<file path="src/rtl/dmem_arbiter.sv">
// Data-memory port arbiter: EX gets zero-latency pass-through, DMA bursts fill idle slots.
// Define DMEM_ARB_STARVE_EN to let a starved DMA burst pre-empt EX after STARVE_LIMIT slots.
module dmem_arbiter #(
  parameter int unsigned DMEM_ADDR_WIDTH = 12,
  parameter int unsigned DMEM_WORD_WIDTH = 16,
  parameter int unsigned LEN_WIDTH       = 4,
  parameter int unsigned ADDR_STEP       = 1,
  parameter int unsigned STARVE_LIMIT    = 8
) (
  input  logic                       clock,
  input  logic                       reset,
  input  logic                       in_ex_load,
  input  logic                       in_ex_store,
  input  logic [DMEM_ADDR_WIDTH-1:0] in_ex_rd_addr,
  input  logic [DMEM_ADDR_WIDTH-1:0] in_ex_wr_addr,
  input  logic [DMEM_WORD_WIDTH-1:0] in_ex_wr_word,
  output logic                       out_stall_ex,
  input  logic                       in_dma_req,
  input  logic                       in_dma_we,
  input  logic [DMEM_ADDR_WIDTH-1:0] in_dma_addr,
  input  logic [LEN_WIDTH-1:0]       in_dma_len,
  input  logic [DMEM_WORD_WIDTH-1:0] in_dma_wdata,
  output logic                       out_dma_beat,
  output logic                       out_dma_rvalid,
  output logic [DMEM_WORD_WIDTH-1:0] out_dma_rdata,
  output logic                       out_dma_done,
  output logic                       out_dmem_rd_en,
  output logic [DMEM_ADDR_WIDTH-1:0] out_dmem_rd_addr,
  output logic                       out_dmem_wr_en,
  output logic [DMEM_ADDR_WIDTH-1:0] out_dmem_wr_addr,
  output logic [DMEM_WORD_WIDTH-1:0] out_dmem_wr_word,
  input  logic [DMEM_WORD_WIDTH-1:0] in_dmem_rd_word
);

  typedef enum logic [0:0] {StIdle, StBurst} state_e;

  state_e                     state_q;
  logic                       we_q;
  logic [DMEM_ADDR_WIDTH-1:0] addr_q;
  logic [LEN_WIDTH-1:0]       left_q;
  logic                       rvalid_q;

  logic ex_req;
  logic preempt;
  logic dma_slot;

`ifdef DMEM_ARB_STARVE_EN
  localparam int unsigned StarveW = $clog2(STARVE_LIMIT + 1);
  logic [StarveW-1:0] starve_q;
  assign preempt = (state_q == StBurst) && (starve_q == StarveW'(STARVE_LIMIT));
`else
  logic unused_starve_limit;
  assign unused_starve_limit = ^STARVE_LIMIT;
  assign preempt = 1'b0;
`endif

  assign ex_req   = in_ex_load | in_ex_store;
  assign dma_slot = (state_q == StBurst) && (!ex_req || preempt);

  // Outputs are combinational (EX pass-through) so they are forced low while reset is held.
  always_comb begin
    out_stall_ex     = 1'b0;
    out_dma_beat     = 1'b0;
    out_dma_done     = 1'b0;
    out_dma_rvalid   = 1'b0;
    out_dma_rdata    = '0;
    out_dmem_rd_en   = 1'b0;
    out_dmem_rd_addr = '0;
    out_dmem_wr_en   = 1'b0;
    out_dmem_wr_addr = '0;
    out_dmem_wr_word = '0;
    if (reset) begin
      out_stall_ex   = ex_req & preempt;
      out_dma_beat   = dma_slot;
      out_dma_done   = dma_slot && (left_q == '0);
      out_dma_rvalid = rvalid_q;
      out_dma_rdata  = rvalid_q ? in_dmem_rd_word : '0;
      if (dma_slot) begin
        out_dmem_rd_en   = ~we_q;
        out_dmem_rd_addr = addr_q;
        out_dmem_wr_en   = we_q;
        out_dmem_wr_addr = addr_q;
        out_dmem_wr_word = in_dma_wdata;
      end else begin
        out_dmem_rd_en   = in_ex_load;
        out_dmem_rd_addr = in_ex_rd_addr;
        out_dmem_wr_en   = in_ex_store;
        out_dmem_wr_addr = in_ex_wr_addr;
        out_dmem_wr_word = in_ex_wr_word;
      end
    end
  end

  always_ff @(posedge clock) begin
    if (!reset) begin
      state_q  <= StIdle;
      we_q     <= 1'b0;
      addr_q   <= '0;
      left_q   <= '0;
      rvalid_q <= 1'b0;
`ifdef DMEM_ARB_STARVE_EN
      starve_q <= '0;
`endif
    end else begin
      rvalid_q <= dma_slot & ~we_q;
      case (state_q)
        StIdle: begin
`ifdef DMEM_ARB_STARVE_EN
          starve_q <= '0;
`endif
          if (in_dma_req) begin
            we_q    <= in_dma_we;
            addr_q  <= in_dma_addr;
            left_q  <= in_dma_len;
            state_q <= StBurst;
          end
        end
        StBurst: begin
          if (dma_slot) begin
            addr_q <= addr_q + DMEM_ADDR_WIDTH'(ADDR_STEP);
            left_q <= left_q - LEN_WIDTH'(1);
`ifdef DMEM_ARB_STARVE_EN
            starve_q <= '0;
`endif
            if (left_q == '0) state_q <= StIdle;
          end
`ifdef DMEM_ARB_STARVE_EN
          else if (starve_q != StarveW'(STARVE_LIMIT)) begin
            starve_q <= starve_q + StarveW'(1);
          end
`endif
        end
        default: state_q <= StIdle;
      endcase
    end
  end

endmodule

</file>
<file path="config.mk">
export PLATFORM = sky130hd
export DESIGN_NAME = dmem_arbiter
export DESIGN_NICKNAME = d
export VERILOG_FILES = /design/src/rtl/dmem_arbiter.sv
export SDC_FILE = /design/constraint.sdc
export NUM_CORES = 1
export LEC_CHECK = 0
export ABC_AREA = 1
export CAP_MARGIN = 15
export CORE_MARGIN = 2
export CORE_UTILIZATION = 29
export DETAILED_ROUTE_END_ITERATION = 16
export GPL_ROUTABILITY_DRIVEN = 0
export PLACE_DENSITY = 0.84
export SETUP_SLACK_MARGIN = 0.15
export SLEW_MARGIN = 20
export SYNTH_ARGS = -nofsm -noshare
export SYNTH_HDL_FRONTEND = slang
export SYNTH_SLANG_ARGS = --single-unit
</file>
<file path="constraint.sdc">
create_clock -name clock -period 1.25 [get_ports clock]
set_input_delay 0.125 -clock clock [delete_from_list [all_inputs] [get_ports clock]]
set_output_delay 0.125 -clock clock [all_outputs]
set_load 0.02 [all_outputs]
</file>
==> results by group <==
Power and ir drop
  – Leakage: 2.315 nW
  – PD cells: 582.1 nW/um^2
  – Tot Pwr: between 3 and 4 mW
  – Peak supply drop: a little under 0.8 mV

CTS
  – CTS Root Buffer Type: clkbuf_8
  – CTS tree: built
  – Clock buffer depth: 2
  – Clk slew on worst S/H paths: 0.08 ns
  – Clock latency on the worst-skew pair: 0.27 ns
  – CTS Buf Count: 3
  – Post-cts hold buffer count: 0
  – CTS Sinks: 19
  – Htree depth: 1

Floorplan
  – I/O pins: 156
  – Die area: roughly 7000 um^2
  – CORE AREA: 6026 um^2
  – FP Rows: 28
  – Initial Utilization: 30.40%
  – Die Ht: 83.48 um
  – Die Wd: 83.48 um

Synth
  – #FFs+latches synth: 19
  – Syn Area/Cell: 5.340 um^2
  – Mapped Area: 1832 um^2
  – Mapped Nets: 440
  – Yosys Warn Count: 0
  – Sequential share of the synthesized area: 20.77%
  – Cell variety after synth: 25
  – Mapped Cells: 343

Global route
  – GRT Total Usage: 34.68%
  – Initial antenna violation count: 0
  – First-pass GRT wire length: 19.29 mm
  – Global route overflow: 0
  – Number of global-route vias before repair: roughly 3.6k
  – Pin count of the biggest net entering global routing: 32

Worst hold path
  – Worst Hold Depth: 4
  – Hold Path Class: in2reg

Route
  – Routed Antenna Nets: 0
  – DRT Wirelength: 14.30 mm
  – Mean routed wirelength per cell: 22.73 um
  – # DRC: 0
  – Initial DRT Pass Iterations: 6
  – Starting DRC count in detailed routing: ~300
  – Vias per Instance: 5.765
  – Via count: between 3k and 4k

Cells and area
  – Final core area utilization: 89.10%
  – Layout area overhead: 193.1%
  – Share of layout cells above drive strength 1: 53.61%
  – Commonest non-fill, non-tap cell in the layout: clkdlybuf4s50_1
  – # nets final: 652
  – Highest-count cells in the layout ignoring fill and taps: clkdlybuf4s50_1 (90), buf_6 (76), nand2_1 (53)
  – Fin area: 5369 um^2
  – Ant. Diodes: 0

Timing
  – Tcrit/Tclk final: 142.8%
  – Final Critical Period: 1.785 ns
  – RSZ-0062 raised after global routing: true
  – Clk_skew: 0.001489 ns
  – Final setup fails: ~80
  – FMAX: 0.5601 GHz
  – Final worst slack: -0.5354 ns
  – Final Slew Violations: 0
  – Final Hold Viols: 0
  – Hold Slack: 0.4069 ns

Setup path
  – Crit end category: output pin
  – CP max FO: 5
  – CP startpoint kind: register
  – WP data arrival: 1.66 ns
  – R2R Setup Slk: -0.47 ns
  – Reg2Reg Depth: 7
  – Critical path class: reg2out
  – CP required: 1.12 ns

Placement
  – Pre-CTS setup slack: -0.9010 ns
  – HPWL after DPL: 6.979 mm
  – Port bufs: around 150
  – Area after DPL: around 4300 um^2

Run
  – Max Cap Violations: 0

Outcome
  – Violated checks: negative setup slack
  – Status: complete, but fails checks
[state kept, by name, summed over array words and instances (netlist names)]
signal / cells
addr_q: 12
left_q: 4
rvalid_q: 1
state_q: 1
we_q: 1
[through the flow]
stage,instances,setup TNS [ns]
floorplan,343,-1.268
global placement,600,-53.11
detailed placement,600,-54.81
CTS,627,-20.67
global route,629,-30.26
finish,629,-28.25
[cells in the mapped netlist]
master	count	share of area, %
nand2_1	80	16
nor2_1	80	16
a21oi_1	39	11
inv_1	32	6.6
o21ai_0	31	8.5
dfxtp_1	19	21
nand3_1	14	3.8
clkbuf_1	10	2.0
buf_1	5	1.0
buf_4	4	1.6
nor3_1	4	1.1
a211oi_2	3	2.0
ha_1	3	2.0
inv_2	3	0.61
or2_2	3	1.0
a31oi_1	2	0.68
nand3b_1	2	0.82
nand4_1	2	0.68
buf_2	1	0.27
buf_6	1	0.61
conb_1	1	0.20
nor3_4	1	0.89
o21ai_1	1	0.27
xnor2_1	1	0.48
xor2_1	1	0.48
[worst max-delay path, cell delays in order (launching register included)]
cell and delay (ns):
dfxtp_2 0.36, inv_4 0.05, nor3_4 0.19, buf_4 0.16, buf_6 0.12, buf_16 0.14
nand2_4 0.08, a21oi_4 0.15, buf_6 0.14
[cell type report]
cell class	count	area [um^2]
Timing Repair Buffer	228	2531
Multi-Input combinational cell	268	2175
Sequential cell	19	385.4
Tap cell	75	93.84
Clock buffer	4	45.04
Inverter	35	138.9
Fill cell	218	656.9
[final timing paths]
kind	from	end
worst max register to register	addr_q[0]	addr_q[6]
worst max-delay path	state_q	out_dmem_wr_addr[2]
worst min-delay path	reset	left_q[1]
worst min register to register	left_q[3]	left_q[3]
[what timing repair did]
item	in CTS	in global routing
cloned	7	0
buffers inserted	16	3
pin swaps	25	17
endpoints found under the setup margin	80	80
gates resized for setup	496	52
[per-layer routing]
metal  vias to the layer above  GRT usage [%]  routed length (um)
met5                         -              0                   0
met4                         0          14.81                1123
met3                       118          6.528                1321
met2                       323          67.60                7147
met1                      1666          35.69                4703
li1                       1519              -                   -
[kinds of logic after synthesis]
| family | share of synthesized area [%] |
|---|---|
| DFF | 20.76 |
| AOI/OAI and AO/OA | 22.13 |
| adders and majority gates | 2.049 |
| buffers and inverters | 12.77 |
| xor gates and xnor gates | 0.9565 |
| other | 0.2047 |
| and+or+nand+nor | 41.12 |
[where the power goes]
group | leakage, nW | switching [mW] | internal (mW)
clock network | 0.0228 | 0.249 | 0.228
registers | 0.158 | 0.0649 | 0.662
logic | 2.13 | 0.960 | 0.961
No activity file was read; power rests on OpenSTA's default activity.
